<file path="config.mk">
export PLATFORM = sky130hd
export DESIGN_NAME = tinyqv_data_responder
export DESIGN_NICKNAME = d
export VERILOG_FILES = /design/src/rtl/tinyqv_mem_pkg.sv /design/src/rtl/tinyqv_data_ram.sv /design/src/rtl/tinyqv_data_responder.sv
export SDC_FILE = /design/constraint.sdc
export NUM_CORES = 1
export LEC_CHECK = 0
export CELL_PAD_IN_SITES_DETAIL_PLACEMENT = 1
export CELL_PAD_IN_SITES_GLOBAL_PLACEMENT = 2
export CORE_ASPECT_RATIO = 0.75
export CORE_MARGIN = 1.5
export CORE_UTILIZATION = 40
export CTS_CLUSTER_DIAMETER = 200
export DETAILED_ROUTE_END_ITERATION = 6
export PLACE_DENSITY_LB_ADDON = 0.1
export SETUP_SLACK_MARGIN = 0.02
export SYNTH_ARGS = -nofsm -noshare
export SYNTH_HDL_FRONTEND = slang
export SYNTH_SLANG_ARGS = --single-unit
</file>
<file path="constraint.sdc">
create_clock -name clk -period 2.92 [get_ports clk]
set_input_delay 0.876 -clock clk [delete_from_list [all_inputs] [get_ports clk]]
set_output_delay 0.876 -clock clk [all_outputs]
set_load 0.02 [all_outputs]
</file>
<file path="src/rtl/tinyqv_mem_pkg.sv">
// Shared load/store definitions for the TinyQV data responder.
// Covers mem_op encodings, lane masks and the byte rotator.
package tinyqv_mem_pkg;

  localparam logic [1:0] MEM_BYTE = 2'b00;
  localparam logic [1:0] MEM_HALF = 2'b01;
  localparam logic [1:0] MEM_WORD = 2'b10;

  typedef enum logic [1:0] {
    ST_IDLE,
    ST_WAIT,
    ST_RESP
  } rd_state_t;

  // Byte-lane enables for a store of size op at byte offset a.
  function automatic logic [3:0] lane_mask(
    input logic [1:0] op,
    input logic [1:0] a
  );
    logic [3:0] m;
    m = 4'b0000;
    unique case (1'b1)
      op == MEM_BYTE: m = 4'b0001 << a;
      op == MEM_HALF: m = a[1] ? 4'b1100 : 4'b0011;
      op == MEM_WORD: m = 4'b1111;
      default:        m = 4'b0000;
    endcase
    return m;
  endfunction

  // Replicate the low byte/half so any enabled lane sees it.
  function automatic logic [31:0] lane_data(
    input logic [1:0]  op,
    input logic [31:0] w
  );
    logic [31:0] d;
    d = w;
    unique case (1'b1)
      op == MEM_BYTE: d = {4{w[7:0]}};
      op == MEM_HALF: d = {2{w[15:0]}};
      default:        d = w;
    endcase
    return d;
  endfunction

  // Rotate a word right by whole bytes.
  function automatic logic [31:0] rotr_bytes(
    input logic [31:0] w,
    input logic [1:0]  n
  );
    logic [31:0] r;
    r = w;
    unique case (1'b1)
      n == 2'd1: r = {w[7:0],  w[31:8]};
      n == 2'd2: r = {w[15:0], w[31:16]};
      n == 2'd3: r = {w[23:0], w[31:24]};
      default:   r = w;
    endcase
    return r;
  endfunction

endpackage

</file>
<file path="src/rtl/tinyqv_data_ram.sv">
// Word-addressed RAM with byte-lane write enables.
// Combinational read; contents are never reset.
module tinyqv_data_ram #(
  parameter int DEPTH_BITS = 4
) (
  input  logic                  clk,
  input  logic [DEPTH_BITS-1:0] waddr,
  input  logic [3:0]            we,
  input  logic [31:0]           wdata,
  input  logic [DEPTH_BITS-1:0] raddr,
  output logic [31:0]           rdata
);

  logic [31:0] mem [2**DEPTH_BITS];

  // Per-lane writes.
  always_ff @(posedge clk) begin
    for (int i = 0; i < 4; i++) begin
      if (we[i]) mem[waddr][8*i +: 8] <= wdata[8*i +: 8];
    end
  end

  assign rdata = mem[raddr];

endmodule

</file>
<file path="src/rtl/tinyqv_data_responder.sv">
// Nibble-serial data responder behind the TinyQV load/store port.
// Captures store nibbles, commits them and streams load windows.
module tinyqv_data_responder
  import tinyqv_mem_pkg::*;
#(
  parameter int          DEPTH_BITS   = 4,
  parameter logic [23:0] BASE         = 24'h000000,
  parameter int          LOAD_LATENCY = 1
) (
  input  logic        clk,
  input  logic        rstn,
  input  logic [2:0]  counter,
  input  logic [27:0] addr,
  input  logic        address_ready,
  input  logic        is_load,
  input  logic        is_store,
  input  logic [2:0]  mem_op,
  input  logic [3:0]  store_data,
  output logic        load_data_ready,
  output logic [3:0]  load_data,
  output logic        busy,
  output logic        decode_miss
);

  localparam int HI_W = 26 - DEPTH_BITS;
  localparam logic [HI_W-1:0] BASE_HI = BASE[HI_W-1:0];
  localparam logic [2:0] WAIT_INIT = 3'(LOAD_LATENCY - 1);

  rd_state_t state_q, state_d;
  logic [2:0]            wcnt_q, wcnt_d;
  logic [DEPTH_BITS-1:0] idx_q;
  logic [1:0]            lane_q;
  logic                  sel_q;
  logic [31:0]           resp_q;
  logic [27:0]           shreg_q;
  logic                  miss_q;

  logic [31:0]           st_word;
  logic                  hit;
  logic                  at_end;
  logic                  free;
  logic                  take;
  logic                  do_store;
  logic                  do_load;
  logic                  fetch;
  logic                  fetch_sel;
  logic [1:0]            fetch_lane;
  logic [DEPTH_BITS-1:0] a_idx;
  logic [DEPTH_BITS-1:0] raddr;
  logic [3:0]            we;
  logic [31:0]           rdata;
  logic                  unused_mem_op;

  assign unused_mem_op = mem_op[2];

  assign st_word  = {store_data, shreg_q};
  assign a_idx    = addr[DEPTH_BITS+1:2];
  assign hit      = addr[27:DEPTH_BITS+2] == BASE_HI;
  assign at_end   = counter == 3'd7;
  // The cycle that ends a response window can already accept the next access.
  assign free     = (state_q == ST_IDLE) ||
                    (state_q == ST_RESP && at_end);
  assign take     = address_ready && free;
  assign do_store = take && is_store;
  assign do_load  = take && is_load && !is_store;

  // With a one-window latency the accept cycle is itself the fetch cycle.
  assign fetch = (do_load && WAIT_INIT == 3'd0) ||
                 (state_q == ST_WAIT && at_end && wcnt_q == 3'd0);

  assign fetch_sel  = do_load ? hit       : sel_q;
  assign fetch_lane = do_load ? addr[1:0] : lane_q;
  assign raddr      = do_load ? a_idx     : idx_q;

  assign we = (do_store && hit) ? lane_mask(mem_op[1:0], addr[1:0])
                                : 4'b0000;

  tinyqv_data_ram #(
    .DEPTH_BITS(DEPTH_BITS)
  ) u_ram (
    .clk  (clk),
    .waddr(a_idx),
    .we   (we),
    .wdata(lane_data(mem_op[1:0], st_word)),
    .raddr(raddr),
    .rdata(rdata)
  );

  // Read sequencing: next state and latency countdown.
  always_comb begin
    state_d = state_q;
    wcnt_d  = wcnt_q;
    unique case (state_q)
      ST_IDLE: state_d = ST_IDLE;
      ST_WAIT: begin
        if (at_end) begin
          if (wcnt_q == 3'd0) state_d = ST_RESP;
          else                wcnt_d  = wcnt_q - 3'd1;
        end
      end
      ST_RESP: if (at_end) state_d = ST_IDLE;
      default: state_d = ST_IDLE;
    endcase
    if (do_load) begin
      if (WAIT_INIT == 3'd0) begin
        state_d = ST_RESP;
        wcnt_d  = 3'd0;
      end else begin
        state_d = ST_WAIT;
        wcnt_d  = WAIT_INIT - 3'd1;
      end
    end
  end

  // State, request latch, response word, store shifter, sticky miss.
  always_ff @(posedge clk or negedge rstn) begin
    if (!rstn) begin
      state_q <= ST_IDLE;
      wcnt_q  <= 3'd0;
      idx_q   <= '0;
      lane_q  <= 2'd0;
      sel_q   <= 1'b0;
      resp_q  <= 32'd0;
      shreg_q <= 28'd0;
      miss_q  <= 1'b0;
    end else begin
      state_q <= state_d;
      wcnt_q  <= wcnt_d;
      shreg_q <= {store_data, shreg_q[27:4]};
      if (do_load) begin
        idx_q  <= a_idx;
        lane_q <= addr[1:0];
        sel_q  <= hit;
      end
      if (fetch) begin
        resp_q <= fetch_sel ? rotr_bytes(rdata, fetch_lane) : 32'd0;
      end
      if ((do_store || do_load) && !hit) miss_q <= 1'b1;
    end
  end

  assign load_data_ready = state_q == ST_RESP;
  assign load_data       = load_data_ready ? resp_q[{counter, 2'b00} +: 4]
                                           : 4'd0;
  assign busy            = state_q != ST_IDLE;
  assign decode_miss     = miss_q;

endmodule

</file>
==> results of run 1 <==
state kept, by name (all words and copies together), names as in the netlist:
name         flops
idx_q            4
state_q          1
lane_q           2
decode_miss      1
resp_q          32
u_ram.mem      512
shreg_q         28
routing by layer:
metal	routed length [um]	part of all wire [%]
met1	49700	44
met2	49500	44
met3	10300	9.1
met5	0	0
met4	3720	3.3
cell type report:
class,count,area (um^2)
Timing Repair Buffer,584,6900
Antenna cell,1,2.50
Clock inverter,37,389
Inverter,8,37.5
Clock buffer,73,1570
Sequential cell,580,17100
Timing Repair inverter,1,16.3
Fill cell,6189,27400
Tap cell,861,1080
Multi-Input combinational cell,1273,9580
kinds of logic after synthesis:
group | after synthesis | synth area share (%)
AO/OA/AOI/OAI | 519 | 14.6
buffers and inverters | 167 | 3.11
flip-flops | 580 | 65.5
multiplexers | 66 | 3.20
AND/OR/NAND/NOR | 688 | 13.6
placed cells by master, fill, tap and decap left out, drive strengths merged, types with 11 or more instances in the layout:
| master | instances |
|---|---|
| o41ai | 15 |
| clkbuf | 77 |
| dfrtp | 68 |
| o221ai | 16 |
| nand3 | 62 |
| or4 | 41 |
| nor3 | 39 |
| nand2 | 157 |
| clkdlybuf4s50 | 30 |
| a22oi | 14 |
| mux2 | 28 |
| a21oi | 91 |
| a211oi | 210 |
| o211ai | 14 |
| o31ai | 11 |
| edfxtp | 512 |
| nor2 | 146 |
| and3 | 190 |
| buf | 534 |
| a31oi | 18 |
| o21ai | 49 |
| mux2i | 29 |
| a22o | 21 |
| clkinv | 26 |
through the flow:
stage | area (um^2) | cells | worst slack, ns | power [uW]
after floorplan | 26600 | 2020 | -0.295 | 12300
after global placement | 32000 | 3194 | -1.44 | 15900
after detailed placement | 32000 | 3194 | -1.57 | 16000
after CTS | 36100 | 3402 | -0.207 | 25500
after global routing | 36700 | 3418 | -0.318 | 26700
final | 36700 | 3418 | -0.239 | 26100
what timing repair did:
action | 4_1_cts | 5_1_grt
setup buffers | 78 | 20
resized for setup | 251 | 103
endpoints found under the setup margin | 537 | 223
pin swaps | 69 | 65
cloned | 23 | 4
hold buffers | 0 | 0
report_power, final:
group | switching, uW | internal, uW | total [uW]
combinational | 5120 | 3910 | 9030
sequential | 58.8 | 9120 | 9180
clock | 3370 | 4510 | 7880
total | 8550 | 17500 | 26100
path summary, 6_finish.rpt:
check	to	slack, ns	depth (start not counted)
worst min-delay path	shreg_q[3]$_DFF_PN0_	0.20	1
worst min register to register	shreg_q[19]$_DFF_PN0_	0.37	0
worst max register to register	resp_q[3]$_DFFE_PN0N_	-0.23	12
max in group asynchronous	resp_q[12]$_DFFE_PN0N_	2.10	2
worst max-delay path	resp_q[3]$_DFFE_PN0N_	-0.24	13
min in group clk	shreg_q[19]$_DFF_PN0_	0.37	0
==> impl_metrics.ini, run 1 <==
[routing]
vias_per_cell = 6.28
wl_um = 113000
antenna_left = 0
drt_drc_violations_left = 0
drt_iter0_markers = 2337
drt_pass1_iterations = 5
vias = 21500
wl_per_cell_um = 33.1

[floorplanning]
coreArea_um2 = 64100
initial_core_util_pct = 40.7
rows = 80
dieWidth_um = 298
pin_count = 50
die_h_um = 224
die_area_um2 = 66800

[worst_setup_path]
end_kind = flip-flop
start_kind = primary input
path_cells = buf_2 > nand3_4 > a221oi_4 > buf_6 > buf_12 > buf_12 > and3_1 > a211oi_1 > or4_4 > a222oi_1 > buf_4 > a22oi_2 > nor3_2
required_ns = 3.48
critPathMaxStageDelay_ns = 0.65
path_common_cell = buf_12
cp.arrival_ns = 3.72
r2r-start = state_q[1]$_DFFE_PN0P_
critPathBufInv = 5
worstSetupPathType = primary input to flip-flop
worstPathMaxFanout = 6
startpoint = counter[2]
cpLargestDelayFamily = simple AND/OR/NAND/NOR gates
cp_slowest_cell = or4_4

[cts]
clockRootBuffer = clkbuf_16
h-tree-depth = 2
cts_tree = done
cts_made_buffers = 60
cts_num_sinks = 580
clock_latency_ns = 0.65
path_clk_slew_ns = 0.07
cts.path.max_buffers = 3

[synth]
synth.most_common_cell = edfxtp_1
syn_avg_cell_area_um2 = 12.9
synth_edf_count = 512
yosys_most_used_dff = edfxtp_1
ys_top_cells_by_area = edfxtp_1 (59%), dfrtp_1 (6.5%), a211oi_1 (6.0%)
synthCells = 2020
netlist_area_um2 = 26100
synth_cell_type_count = 67
seq_area_frac_synth_pct = 65.5
synthArstFlopShare_pct = 11.7
syn_nets = 2063
synth_top_cell_area_share_pct = 58.9
synthTopCellsByCount = edfxtp_1 (512), a211oi_1 (210), and3_1 (190)
yosysWarnings = 0
yosys.area.top_type = edfxtp_1
ys_ff_latch = 580

[grt]
antenna_found_initial = 2
grt_max_degree = 51
track_usage_pct = 33.2
grt_pass1_wl_um = 158000
use_met1_pct = 48.1
grtUsageMet2_pct = 50.1
grt_overflow = 0
grt_pass1_vias = 21800
busiest_layer = met2
grt_use_met3_pct = 6.94

[timing]
rsz0062_at_grt = true
worst_pin_slew_ns = 1.29
holdWs_ns = 0.195
fin_skew_ns = 0.0250
hold_viol_final = 0
finalSetupTns_ns = -4.61
fin_crit_sh_pct = 108
fin_crit_ns = 3.16
setup_viol = 36
max_freq_mhz = 317
maxSlewHeadroom_pct = 13.6
fin_ws_ns = -0.239
drv_slew = 0

[power_and_ir_drop]
powerDensity_nw_per_um2 = 712
ir_drop_v = 0.000537
p_leak_uw = 0.0134

[status]
violations = setup timing
outcome = finished with violations

[layout]
drive_gt1_share_pct = 37.4
syn_to_final_growth_pct = 40.5
final_util_pct = 57.2
nets = 2551

[placed_design]
io_buffer_count = 48
dp_hpwl_um = 72900
gp_congestion = 0.949

[hold_path]
hp-class = primary input to asynchronous set/reset pin

[flow_run]
max_cap_violations = 0
No activity file was read; power rests on OpenSTA's default activity.
==> inputs of run 2 (changes only) <==
--- a/config.mk
+++ b/config.mk
@@ -9,11 +9,11 @@
 export CELL_PAD_IN_SITES_GLOBAL_PLACEMENT = 2
 export CORE_ASPECT_RATIO = 0.75
 export CORE_MARGIN = 1.5
-export CORE_UTILIZATION = 40
-export CTS_CLUSTER_DIAMETER = 200
+export CORE_UTILIZATION = 30
 export DETAILED_ROUTE_END_ITERATION = 6
 export PLACE_DENSITY_LB_ADDON = 0.1
 export SETUP_SLACK_MARGIN = 0.02
+export SLEW_MARGIN = 20
 export SYNTH_ARGS = -nofsm -noshare
 export SYNTH_HDL_FRONTEND = slang
 export SYNTH_SLANG_ARGS = --single-unit
==> impl_metrics.ini, run 2 (synthesis gave the netlist of run 1 again) <==
[grt]
grt_pass1_vias = 21500
grt_overflow = 0
antenna_found_initial = 7
grt_max_degree = 52
grt_use_met3_pct = 3.32
grt_pass1_wl_um = 168000
track_usage_pct = 26.9
use_met1_pct = 42.2
busiest_layer = met1
grtUsageMet2_pct = 39.2

[power_and_ir_drop]
p_leak_uw = 0.0137
powerDensity_nw_per_um2 = 696
ir_drop_v = 0.000448

[placed_design]
io_buffer_count = 48
gp_congestion = 0.912
place_ws_ns = -1.39
dp_hpwl_um = 81100
place_area_um2 = 32800
dp.cells = 3520

[floorplanning]
pin_count = 50
initial_core_util_pct = 30.3
coreArea_um2 = 86000
die_area_um2 = 88700
rows = 93
die_h_um = 258
dieWidth_um = 343

[timing]
maxSlewHeadroom_pct = 50.4
worst_pin_slew_ns = 0.741
hold_viol_final = 0
fin_crit_sh_pct = 108
setup_viol = 35
drv_slew = 0
max_freq_mhz = 317
finalSetupTns_ns = -4.17
fin_ws_ns = -0.233
fin_skew_ns = 0.0240
rsz0062_at_grt = true
fin_crit_ns = 3.15

[worst_setup_path]
r2r_end = resp_q[26]$_DFFE_PN0N_
reg2reg_setup_slack_ns = -0.22
startpoint = is_store
required_ns = 3.49
worstPathMaxFanout = 7
reg2regPathDepth = 14
start_kind = primary input
cp.arrival_ns = 3.72
path_cells = buf_2 > nand3b_1 > a21oi_4 > buf_12 > mux2_8 > buf_12 > buf_6 > a211oi_2 > or4_4 > buf_6 > a222oi_1 > a22oi_2 > nor3_1
end_kind = flip-flop
r2r-start = idx_q[0]$_DFF_PN0_
worstSetupPathType = primary input to flip-flop
critPathMaxStageDelay_ns = 0.62
cp_slowest_cell = or4_4

[cts]
h-tree-depth = 2
cts_num_sinks = 580
clockRootBuffer = clkbuf_16
path_clk_slew_ns = 0.07
cts.path.max_buffers = 3
cts_made_buffers = 61
cts_tree = done
clock_latency_ns = 0.66

[routing]
vias = 21200
antenna_left = 0
drt_drc_violations_left = 0
vias_per_cell = 5.67
wl_per_cell_um = 32.7
wl_um = 122000
drt_iter0_markers = 2290
drt_pass1_iterations = 7

[layout]
nets = 2593
final_cell_mix = edfxtp_1 (512), buf_4 (348), a211oi_1 (186)
fill_cells = 8665
layout.cells.non_filler = 3738
syn_to_final_growth_pct = 44.2
largestRegisters = u_ram.mem (512), resp_q (32), shreg_q (28)
seqCellArea_um2 = 17100
drive_gt1_share_pct = 38.8
multi_input_area_um2 = 9750
largest_reg_flops = 512
final_util_pct = 43.7
final_common_cell = edfxtp_1
final_area_um2 = 37600
regMostFlops = u_ram.mem

[status]
outcome = finished with violations
violations = setup timing

[hold_path]
hp-class = primary input to asynchronous set/reset pin

[flow_run]
max_cap_violations = 0
run 2: changes by cell type in the layout (fill, tap and decap cells not counted), moves of 5 or more:
cell	delta
buf_12	+16
and3_4	-6
buf_16	+5
a211oi_1	-5
buf_4	+17
and3_1	+6
and4_1	+5
bufbuf_16	-8
run 2: worst max-delay path: cells and delay by family:
family / cells / cell delay [ns]
AO/OA/AOI/OAI: 4 / 0.81
buffers and inverters: 5 / 0.67
multiplexers: 1 / 0.28
AND/OR/NAND/NOR: 3 / 1.03
run 2: per-layer routing:
metal / vias to the layer above / wire [um]
met5: - / 0
met4: 0 / 2730
met3: 140 / 8740
met2: 767 / 51500
met1: 11200 / 59300
li1: 9117 / -
run 2: timing repair:
action	CTS	global route
buffers inserted	67	28
endpoints found under the setup margin	37	443
hold buffers	0	0
resized for setup	258	138
gates cloned	18	7
pin swaps	83	71
run 2: stage by stage:
step                power [uW]  hold WS, ns
floorplan                12300        0.349
global placement         16400        0.362
detailed placement       16400        0.360
CTS                      25700        0.115
global route             26900        0.141
finish                   26200        0.151
run 2: layout make-up:
class / count / share of cell area (%)
Antenna cell: 4 / 0.0266
Clock buffer: 76 / 4.21
Clock inverter: 31 / 0.848
Timing Repair Buffer: 625 / 19.7
Tap cell: 1140 / 3.79
Inverter: 8 / 0.0998
Sequential cell: 580 / 45.4
Multi-Input combinational cell: 1274 / 25.9
run 2: worst max path at each step:
stage	endpoint	slack, ns	cells after the start
3_3_place_gp	load_data[2]	-1.37	7
6_report	resp_q[1]$_DFFE_PN0N_	-0.23	13
5_1_grt	resp_q[26]$_DFFE_PN0N_	-0.30	14
2_1_floorplan	resp_q[6]$_DFFE_PN0N_	-0.29	10
3_5_place_dp	resp_q[1]$_DFFE_PN0N_	-1.39	12
4_1_cts	resp_q[3]$_DFFE_PN0N_	-0.22	12
run 2: power by group:
| group | internal (uW) | switching [uW] |
|---|---|---|
| Combinational | 3970 | 5240 |
| Clock | 4410 | 3390 |
| Sequential | 9120 | 49.8 |
